File: src/rtl/dmem_arbiter.sv
// rtl/dmem_arbiter.sv - two-port round-robin arbiter/sequencer for a single-port synchronous data memory
module dmem_arbiter #(
  parameter int ADDR_W = 14,
  parameter int DATA_W = 24
) (
  input  logic              clk,
  input  logic              reset,
  input  logic              a_req,
  input  logic              a_we,
  input  logic [ADDR_W-1:0] a_addr,
  input  logic [DATA_W-1:0] a_wdata,
  input  logic              b_req,
  input  logic              b_we,
  input  logic [ADDR_W-1:0] b_addr,
  input  logic [DATA_W-1:0] b_wdata,
  output logic              a_ack,
  output logic              a_err,
  output logic [DATA_W-1:0] a_rdata,
  output logic              b_ack,
  output logic              b_err,
  output logic [DATA_W-1:0] b_rdata,
  output logic              mem_write_enable,
  output logic              mem_read_enable,
  output logic [ADDR_W-1:0] mem_address,
  output logic [DATA_W-1:0] mem_write_data,
  input  logic [DATA_W-1:0] mem_read_data,
  output logic              busy
);

  typedef enum logic [1:0] {S_IDLE, S_ISSUE, S_CAPTURE, S_RESPOND} state_t;

  state_t              r_state, w_state_nxt;
  logic                r_ptr_b, w_ptr_b_nxt;
  logic                r_owner_b, w_owner_b_nxt;
  logic                r_we, w_we_nxt;
  logic                r_mem_we, w_mem_we_nxt;
  logic                r_mem_re, w_mem_re_nxt;
  logic [ADDR_W-1:0]   r_mem_addr, w_mem_addr_nxt;
  logic [DATA_W-1:0]   r_mem_wdata, w_mem_wdata_nxt;
  logic                r_a_ack, w_a_ack_nxt, r_b_ack, w_b_ack_nxt;
  logic                r_a_err, w_a_err_nxt, r_b_err, w_b_err_nxt;
  logic [DATA_W-1:0]   r_a_rdata, w_a_rdata_nxt, r_b_rdata, w_b_rdata_nxt;
  logic                r_busy, w_busy_nxt;

  logic                w_grant_b;
  logic                w_sel_we;
  logic [ADDR_W-1:0]   w_sel_addr;
  logic [DATA_W-1:0]   w_sel_wdata;
  logic [DATA_W-1:0]   w_capture_data;

  // B wins only when A is absent or the pointer favours B
  assign w_grant_b   = b_req & (~a_req | r_ptr_b);
  assign w_sel_we    = w_grant_b ? b_we    : a_we;
  assign w_sel_addr  = w_grant_b ? b_addr  : a_addr;
  assign w_sel_wdata = w_grant_b ? b_wdata : a_wdata;
  // The latched address doubles as the memory address register
  assign w_capture_data = r_mem_addr[ADDR_W-1] ? '0 : mem_read_data;

  always_ff @(posedge clk or posedge reset) begin
    if (reset) begin
      r_state     <= S_IDLE;
      r_ptr_b     <= 1'b0;
      r_owner_b   <= 1'b0;
      r_we        <= 1'b0;
      r_mem_we    <= 1'b0;
      r_mem_re    <= 1'b0;
      r_mem_addr  <= '0;
      r_mem_wdata <= '0;
      r_a_ack     <= 1'b0;
      r_b_ack     <= 1'b0;
      r_a_err     <= 1'b0;
      r_b_err     <= 1'b0;
      r_a_rdata   <= '0;
      r_b_rdata   <= '0;
      r_busy      <= 1'b0;
    end else begin
      r_state     <= w_state_nxt;
      r_ptr_b     <= w_ptr_b_nxt;
      r_owner_b   <= w_owner_b_nxt;
      r_we        <= w_we_nxt;
      r_mem_we    <= w_mem_we_nxt;
      r_mem_re    <= w_mem_re_nxt;
      r_mem_addr  <= w_mem_addr_nxt;
      r_mem_wdata <= w_mem_wdata_nxt;
      r_a_ack     <= w_a_ack_nxt;
      r_b_ack     <= w_b_ack_nxt;
      r_a_err     <= w_a_err_nxt;
      r_b_err     <= w_b_err_nxt;
      r_a_rdata   <= w_a_rdata_nxt;
      r_b_rdata   <= w_b_rdata_nxt;
      r_busy      <= w_busy_nxt;
    end
  end

  always_comb begin
    w_state_nxt     = r_state;
    w_ptr_b_nxt     = r_ptr_b;
    w_owner_b_nxt   = r_owner_b;
    w_we_nxt        = r_we;
    w_mem_we_nxt    = r_mem_we;
    w_mem_re_nxt    = r_mem_re;
    w_mem_addr_nxt  = r_mem_addr;
    w_mem_wdata_nxt = r_mem_wdata;
    w_a_ack_nxt     = r_a_ack;
    w_b_ack_nxt     = r_b_ack;
    w_a_err_nxt     = r_a_err;
    w_b_err_nxt     = r_b_err;
    w_a_rdata_nxt   = r_a_rdata;
    w_b_rdata_nxt   = r_b_rdata;
    w_busy_nxt      = r_busy;
    case (r_state)
      S_IDLE: begin
        if (a_req || b_req) begin
          w_owner_b_nxt   = w_grant_b;
          w_we_nxt        = w_sel_we;
          w_mem_addr_nxt  = w_sel_addr;
          w_mem_wdata_nxt = w_sel_wdata;
          w_mem_we_nxt    = w_sel_we & ~w_sel_addr[ADDR_W-1];
          w_mem_re_nxt    = ~w_sel_we & ~w_sel_addr[ADDR_W-1];
          if (a_req && b_req) w_ptr_b_nxt = ~w_grant_b;
          w_busy_nxt      = 1'b1;
          w_state_nxt     = S_ISSUE;
        end
      end
      S_ISSUE: begin
        w_mem_we_nxt = 1'b0;
        w_mem_re_nxt = 1'b0;
        w_state_nxt  = S_CAPTURE;
      end
      S_CAPTURE: begin
        if (r_owner_b) begin
          if (!r_we) w_b_rdata_nxt = w_capture_data;
          w_b_ack_nxt = 1'b1;
          w_b_err_nxt = r_mem_addr[ADDR_W-1];
        end else begin
          if (!r_we) w_a_rdata_nxt = w_capture_data;
          w_a_ack_nxt = 1'b1;
          w_a_err_nxt = r_mem_addr[ADDR_W-1];
        end
        w_state_nxt = S_RESPOND;
      end
      S_RESPOND: begin
        w_a_ack_nxt = 1'b0;
        w_b_ack_nxt = 1'b0;
        w_a_err_nxt = 1'b0;
        w_b_err_nxt = 1'b0;
        w_busy_nxt  = 1'b0;
        w_state_nxt = S_IDLE;
      end
      default: w_state_nxt = S_IDLE;
    endcase
  end

  assign a_ack            = r_a_ack;
  assign a_err            = r_a_err;
  assign a_rdata          = r_a_rdata;
  assign b_ack            = r_b_ack;
  assign b_err            = r_b_err;
  assign b_rdata          = r_b_rdata;
  assign mem_write_enable = r_mem_we;
  assign mem_read_enable  = r_mem_re;
  assign mem_address      = r_mem_addr;
  assign mem_write_data   = r_mem_wdata;
  assign busy             = r_busy;

endmodule
File: config.mk
export PLATFORM = sky130hd
export DESIGN_NAME = dmem_arbiter
export DESIGN_NICKNAME = d
export VERILOG_FILES = /design/src/rtl/dmem_arbiter.sv
export SDC_FILE = /design/constraint.sdc
export NUM_CORES = 1
export LEC_CHECK = 0
export CORE_ASPECT_RATIO = 2
export CORE_MARGIN = 3
export CORE_UTILIZATION = 45
export DETAILED_ROUTE_END_ITERATION = 16
export PLACE_DENSITY = 0.84
export SLEW_MARGIN = 20
export SYNTH_ARGS = -nofsm -noshare
export SYNTH_HDL_FRONTEND = slang
export SYNTH_SLANG_ARGS = --single-unit
File: constraint.sdc
create_clock -name clk -period 4.4 [get_ports clk]
set_input_delay 0.66 -clock clk [delete_from_list [all_inputs] [get_ports clk]]
set_output_delay 0.66 -clock clk [all_outputs]
set_load 0.02 [all_outputs]
==> metrics.txt, run 1 <==
XOR/XNOR share of the synthesized area=0.00203; n_diodes=0; H-tree depth=3; Worst-Margin Slew=905 ps; port bufs=198; worst hold path type=reg2reg; Adder-Cell Fraction of Synth Area=0.0145; Required @ worst endpoint=3740 ps; Pins Over Slew Limit=0; Synth Net Count=524; gr ovfl total=0; # setup viols final=0; Sum Neg Setup Slack=0 ps; register area share after synthesis=0.568; Total Die Area=10900 um2; first-pass GRT wire length=17.2 mm; final period utilization=0.580; Die Y=144 um; crit-path max FO=27; total I/O pin count=199; stages on the worst setup path=1; commonest non-fill, non-tap cells in the layout=clkdlybuf4s50_1 (198), dfrtp_1 (98), nand2_1 (93); post-synthesis mux area share=0.100; synthesized flop and latch total=98; flop-to-flop setup slack=2480 ps; initial antenna violation count=0; detailed placer's ending HPWL=8.67 mm; Skew-Pair Late Insertion Delay=340 ps; post-synth top area cell=dfrtp_1; Critical Path End=mem_address[13]; Final min period=2550 ps; area share of the largest cell type after synthesis=0.568; worst-path cell chain=clkdlybuf4s50_1; Nets=709; dpl ws=1580 ps; Placed Instances=691; initial core utilization=0.460; reg-to-reg startpoint=r_state[0]; syn_area_per_cell=10.4 um2; Num CTS Buffers=9; DRC viols=0; Synth Area in Compound Gates=0.126; status=completed; clock tree buffer depth=2; Initial DRC Count=121; PostCTS Resize Cnt=0; delay-heaviest family, CP=flip-flops; clk root buf=clkbuf_16; largest net degree at the start of global routing=76; core area=9380 um2; Max-slew headroom=0.395; fraction of the mapped netlist area in simple logic gates=0.138; DR vias/cell=5.06; hold buffer count at CTS=0; origin of the worst setup path=mem_address[13]; leak pwr=2.99 nW; VDD IR max=0.364 mV; GR Util All Layers=0.206; Clock Skew=8.68 ps; count of different cell masters after synthesis=28; RSZ-0062 raised after global routing=no; Pwr Density=710 nW/um2; Worst Setup End Kind=primary output; CTS tree=yes; Post-Syn Area=4310 um2; DR WL/cell=15.7 um; max cap viols=0; final setup margin=1850 ps; R2R depth=5; Die W=75.2 um; proportion of layout cells with a drive suffix above 1=0.0464; Post-Synthesis Cells=413; Layout Cells excl Fill=707; via count=3577; Core Rows=50; CP Buf/Inv Count=1; largest family of logic cells by synthesized area=simple AND/OR/NAND/NOR gates; clock slew at reported path FFs=60 ps; # Post-CTS Setup Buffers=0; Arr. time, crit path=1890 ps; Fmax achieved=0.392 GHz; CP startpoint kind=flip-flop; final wirelength=11.1 mm; most common cell after layout, fill and taps aside=clkdlybuf4s50_1; Layout area overhead=52.6%; Design Power=4.67 mW; total clock sinks=98; CP peak stage delay=820 ps; Setup CP Type=reg2out; yosys warns=0; Hold Vio Cnt, Final=0; synth top area cells=dfrtp_1 (57%), mux2i_1 (9.5%), nand2_1 (8.1%); Routed Antenna Nets=0; drt first pass iters=4; reg2reg end=mem_write_data[4]; GPL Wtd Cong=0.801; Worst path slowest cell=dfrtp_1; vias in the first global route=3580
per-layer routing:
layer / part of all wire / vias to the layer above / track usage
li1: - / 1754 / -
met1: 0.37 / 1636 / 0.232
met2: 0.54 / 157 / 0.361
met3: 0.063 / 30 / 0.0452
met4: 0.036 / 0 / 0.0940
met5: 0 / - / 0
flip-flops by register name (all words and copies together) (netlist names):
signal and count:
a_rdata 24, b_rdata 24, mem_write_data 24, mem_address 14, r_state 2, a_ack 1
a_err 1, b_ack 1, b_err 1, busy 1, mem_read_enable 1, mem_write_enable 1
r_owner_b 1, r_ptr_b 1, r_we 1
report_power, final:
part / leakage (nW) / internal (mW) / switching (mW)
Clock: 0.157 / 0.515 / 0.315
Sequential: 1.23 / 1.32 / 0.272
Combinational: 1.60 / 1.05 / 1.20
cell type report:
cell class / instances / area, um2
timing repair buffer: 201 / 2000
clock buffer: 12 / 246
tap: 104 / 130
multi-input combinational: 281 / 1650
sequential: 98 / 2450
fill: 689 / 2800
clock inverter: 4 / 73.8
inverter: 7 / 28.8
through the flow:
stage	hold WS [ps]	utilization	instance area (um2)
2_1_floorplan	458	-	4310
3_3_place_gp	461	0.668	6260
3_5_place_dp	470	0.668	6260
4_1_cts	483	0.702	6590
5_1_grt	499	0.702	6590
6_report	478	0.702	6590
cell usage after synthesis (all sizes together):
cell type,number
a21oi,1
a22o,2
a32o,2
buf,16
clkbuf,11
dfrtp,98
ha,5
inv,7
mux2,2
mux2i,41
nand2,94
nand2b,26
nand3,1
nand3b,2
nor2,2
nor2b,2
nor3,1
nor3b,1
o21ai,97
or3b,1
xnor2,1
how the worst min path moves through the flow:
stage,startpoint,to,slack [ps],cells after the start
global route,b_rdata[14],b_rdata[14],500,2
CTS,b_rdata[9],b_rdata[9],480,2
global placement,mem_write_data[22],mem_write_data[22],460,2
detailed placement,b_rdata[14],b_rdata[14],470,2
floorplan,r_ptr_b,r_ptr_b,460,1
finish,b_rdata[9],b_rdata[9],480,2
kinds of logic (layout without fill, tap and decap cells):
family	after synthesis	after routing
AND/OR/NAND/NOR	130	130
flip-flops	98	98
XOR/XNOR	1	1
buffers and inverters	34	224
AO/OA/AOI/OAI	102	102
adder cells (fa/ha/maj)	5	5
multiplexers	43	43
No activity file was read; power rests on OpenSTA's default activity.
==> run 2, diff against run 1 <==
Settings changed: CORE_UTILIZATION 45 to 42, PLACE_DENSITY 0.84 to 0.79.
Clock period 4.4 ns to 2.5 ns, I/O delays scaled along.
==> run 2 against run 1 <==
  * Register-to-register slack got worse by 1900 ps
  * Non-clock buffer count increased by 5
  * Via count rose by 0.98%
  * Final area increased by 1.3%
  * Global-route usage rose by 0.31 points
  * Critical path depth grew 4
  * Flip-flop and latch count stayed put
  * Critical path type is now reg2reg
==> metrics.txt, run 2 (synthesized netlist as in run 1, its figures left out) <==
status=completed; Routed Antenna Nets=0; Layout Cells excl Fill=740; Post-Layout Inst Area=6670 um2; worst-path cell chain=inv_1, ha_1, or3b_4, nand2_1, o21ai_0; commonest non-fill, non-tap cells in the layout=clkdlybuf4s50_1 (198), dfrtp_1 (98), nand2_1 (93); Hold Vio Cnt, Final=0; clock tree buffer depth=2; n_diodes=0; hold buffer count at CTS=0; total I/O pin count=199; Fmax achieved=0.524 GHz; VDD IR max=0.638 mV; CP peak stage delay=660 ps; max cap viols=0; Pwr Density=1220 nW/um2; final core utilization=0.675; Skew-Pair Late Insertion Delay=340 ps; DRC viols=0; clock slew at reported path FFs=70 ps; leak pwr=3.00 nW; GPL Wtd Cong=0.793; # setup viols final=0; # Post-CTS Setup Buffers=0; final period utilization=0.763; Die Y=149 um; most common cell after layout, fill and taps aside=clkdlybuf4s50_1; final setup margin=593 ps; via count=3612; Total Die Area=11600 um2; Placed Instances=724; GR Util All Layers=0.209; Nets=714; Layout area overhead=54.7%; Worst Setup End Kind=flip-flop; Final min period=1910 ps; total clock sinks=98; detailed placer's ending HPWL=9.16 mm; Core Rows=51; gr ovfl total=0; dpl cell area=6390 um2; crit-path max FO=48; Required @ worst endpoint=2690 ps; largest net degree at the start of global routing=75; clk root buf=clkbuf_16; core area=9890 um2; Clock Skew=6.47 ps; PostCTS Resize Cnt=0; Num CTS Buffers=9; Worst path slowest cell=or3b_4; H-tree depth=3; initial antenna violation count=0; RSZ-0062 raised after global routing=no; worst hold path type=in2async; initial core utilization=0.436; Hold Slack=429 ps; DR WL/cell=15.9 um; dpl ws=387 ps; CTS tree=yes; port bufs=198; Initial DRC Count=104; proportion of layout cells with a drive suffix above 1=0.0543; Pins Over Slew Limit=0; first-pass GRT wire length=19.1 mm; drt first pass iters=4; Worst-Margin Slew=574 ps; Max-slew headroom=0.618; CP startpoint kind=flip-flop; Setup CP Type=reg2reg; Arr. time, crit path=2100 ps; vias in the first global route=3882; Design Power=8.13 mW; final wirelength=11.8 mm; Sum Neg Setup Slack=0 ps; DR vias/cell=4.88; Die W=77.7 um
## run 2: cell types whose count changed in the layout (fill, tap and decap cells not counted), sizes merged
cell and delta:
clkinvlp +3, inv -2, bufinv -2, clkbuf +1, buf +5
## run 2: path summary, 6_finish.rpt
path / startpoint / to / slack [ps] / cells past startpoint
worst max-delay path: r_state[0] / a_rdata[23] / 590 / 5
worst min-delay path: reset / a_rdata[22] / 430 / 2
worst max register to register: r_state[0] / a_rdata[23] / 590 / 5
worst min register to register: b_rdata[16] / b_rdata[16] / 480 / 2
max in group asynchronous: reset / mem_write_data[5] / 1500 / 3
min in group clk: b_rdata[16] / b_rdata[16] / 480 / 2
## run 2: worst max-delay path, delay by kind of cell, from the launching register on
kind            cells  cell delay [ps]
buf+inv             1              130
simple gates        2              790
fa+ha+maj           1              330
flops               1              410
compound gates      1               90
## run 2: final cells by class
type	instances	area, um2
Timing Repair Buffer	206	2090
Sequential cell	98	2450
Tap cell	132	165
Clock buffer	13	260
Multi-Input combinational cell	281	1650
Clock inverter	3	23.8
Inverter	7	30.0
Fill cell	785	3220
## run 2: where the power goes
group	switching [mW]	total, mW	internal [mW]
clock	0.575	1.31	0.732
combinational	2.19	4.09	1.90
sequential	0.416	2.73	2.32
## run 2: metal layers
layer,track usage,share of wire
met4,0.0856,0.024
met1,0.220,0.35
met5,0,0
met2,0.393,0.57
met3,0.0459,0.058
==> RTL edit, RTL diff (settings of run 2) <==
Encoding of `state_t`: now one-hot (4 bits for 4 states).
--- a/src/rtl/dmem_arbiter.sv
+++ b/src/rtl/dmem_arbiter.sv
@@ -27,7 +27,7 @@
   output logic              busy
 );
 
-  typedef enum logic [1:0] {S_IDLE, S_ISSUE, S_CAPTURE, S_RESPOND} state_t;
+  typedef enum logic [3:0] {S_IDLE = 4'b0001, S_ISSUE = 4'b0010, S_CAPTURE = 4'b0100, S_RESPOND = 4'b1000} state_t;
 
   state_t              r_state, w_state_nxt;
   logic                r_ptr_b, w_ptr_b_nxt;
Behaviour: no difference found for any inputs over 10 cycles, from zero or initial values and one cycle with reset high; not proved beyond that.
==> RTL edit against run 2 <==
Routed wire length decreased by 8.1%. Area after synthesis decreased by 2.5%. Clock skew is 0.0032 ns higher. Total power grew 4.0%. Setup slack worse by 0.18 ns. Highest routed layer unchanged. Sequential cell count up 2. Count of clock-buffer cells in the layout is 1 lower. Worst hold slack gained 0.049 ns. Critical endpoint is now mem_write_data[13]$_DFFE_PP0P_. Final area shrank 0.60%.
==> RTL edit: results (changes against run 2) <==
relative slew slack 42.60% (was 61.76%); register area share after synthesis 59.52% (was 56.84%); Async SR Flop Fraction 100.0% (unchanged); worst hold slack 0.4784 ns (was 0.4293 ns); reg-to-reg critical path endpoint mem_write_data[13]$_DFFE_PP0P_ (was a_rdata[23]$_DFFE_PP0P_); nets 695 (was 714); Setup Buffers After CTS 0 (unchanged); first-pass GRT wire length 17240 um (was 19100 um); Worst Hold Class register to register (was primary input to asynchronous set/reset pin); htree depth 3 (unchanged); initial antenna violation count 0 (unchanged); Worst Path Arrival 2.34 ns (was 2.10 ns); syn_nets 506 (was 524); Clk Latency, worst-skew pair 0.33 ns; cell family with most CP delay flip-flops (was simple AND/OR/NAND/NOR gates); Max IR drop VDD 0.7010 mV (was 0.6382 mV); Resize count post-CTS 0 (unchanged); Reg2Reg Setup Slack 0.41 ns (was 0.59 ns); P_int 5.319 mW (was 4.949 mW); CTS root buf clkbuf_16 (unchanged); reg2reg path depth 5 (unchanged); hold path start a_rdata[13]$_DFFE_PP0P_; worst slack, placed 0.4620 ns (was 0.3875 ns); post-synth cell types 29 (was 28); GP Congestion 0.7538 (was 0.7934); CP max stage cell dfstp_2 (was or3b_4); worst hold stages 2; Port-buffer cells 198 (unchanged); WL per Instance 14.92 um (was 15.92 um); Setup Skew 0.009700 ns (was 0.006466 ns); Iteration-0 DRC Markers 116 (was 104); pin count of the biggest net entering global routing 101 (was 75); Synth Flop Type dfrtp_1 (unchanged); placed wire-length estimate 8099 um (was 9162 um); synth cell count leaders 99 x dfrtp_1, 51 x nand2_1, 42 x nor2_1 (was 98 x dfrtp_1, 93 x nand2_1, 66 x o21ai_0); first drt pass iteration count 4 (unchanged); layout cells sized above 1 5.051% (was 5.428%); clk buf depth 2 (unchanged); Global Route Usage Sum 19.04% (was 20.94%); clock transition at the registers of the reported paths 0.07 ns (about the same); crit-path max FO 74 (was 48); slowest stage delay, CP 0.55 ns (was 0.66 ns); outcome finished clean (unchanged); n_diodes 0 (unchanged); DR vias 3594 (was 3612); worst reg2reg startpoint r_state[0]$_DFFE_PP1P_ (was r_state[0]$_DFFE_PP0P_); TritonCTS Buffers 9 (unchanged); Hold Path End a_rdata[13]$_DFFE_PP0P_; Leakage 2.927 nW (was 3.002 nW); Synth area leaders dfrtp_1 59%, mux2i_1 9.3%, a21oi_1 4.9% (was dfrtp_1 57%, mux2i_1 9.5%, nand2_1 8.1%)
==> RTL edit: cell types whose count changed in the layout (fill, tap and decap cells not counted), sizes merged, moves of 3 or more <==
cell / before / now
o21ai: 97 / 51
nand2: 94 / 51
a21oi: 1 / 41
nor2: 2 / 42
ha: 5 / 0
buf: 8 / 5
bufinv: 0 / 3
nand3: 1 / 4
nor4b: 0 / 3
==> RTL edit: cell type report <==
cell class / count / area, um2
Clock inverter: 4 / 98.84
Multi-Input combinational cell: 270 / 1539
Fill cell: 745 / 3131
Tap cell: 132 / 165.2
Sequential cell: 100 / 2504
Timing Repair Buffer: 203 / 2057
Clock buffer: 12 / 246.5
Inverter: 5 / 22.52
==> RTL edit: worst min-delay path: cells and delay by family, from the launching register on <==
family,cells,cell delay (ns)
compound gates,1,0.06
flops,1,0.34
simple gates,1,0.05
==> RTL edit: metrics by stage <==
| step | instances | area [um2] |
|---|---|---|
| after global placement | 710 | 6287 |
| final | 726 | 6633 |
| after floorplan | 400 | 4210 |
| after CTS | 726 | 6633 |
| after detailed placement | 710 | 6287 |
| after global routing | 726 | 6633 |
==> RTL edit: worst max path at each step <==
stage                     slack, ns                              to                    from
after floorplan                0.70          a_rdata[5]$_DFFE_PP0P_  r_state[3]$_DFFE_PP0P_
after global placement         0.58  mem_write_data[14]$_DFFE_PP0P_  r_state[0]$_DFFE_PP1P_
after detailed placement       0.46  mem_write_data[13]$_DFFE_PP0P_  r_state[0]$_DFFE_PP1P_
after CTS                      0.44      mem_address[4]$_DFFE_PP0P_  r_state[0]$_DFFE_PP1P_
after global routing           0.31  mem_write_data[11]$_DFFE_PP0P_  r_state[0]$_DFFE_PP1P_
final                          0.41  mem_write_data[13]$_DFFE_PP0P_  r_state[0]$_DFFE_PP1P_
==> RTL edit: power groups by stage <==
stage / Clock, mW / Combinational, mW / Sequential [mW]
after floorplan: 0 / 1.25 / 3.68
after global placement: 0 / 4.01 / 2.81
after detailed placement: 0 / 4.11 / 2.85
after CTS: 1.61 / 4.12 / 2.83
after global routing: 1.68 / 4.38 / 2.91
final: 1.57 / 4.07 / 2.81
==> RTL edit: logic make-up after synthesis <==
logic type / count (synthesis) / share of synthesized area [%]
compound gates: 98 / 12.40
mux: 39 / 9.280
buf+inv: 30 / 3.986
flops: 100 / 59.52
xor+xnor: 1 / 0.2082
simple gates: 132 / 14.60
==> RTL edit: per-layer routing <==
layer	up-vias	share of wire, %	GRT usage (%)
li1	1737	-	-
met1	1680	36	19.55
met2	156	55	35.36
met3	21	7.0	5.793
met4	0	2.5	7.532
met5	-	0	0
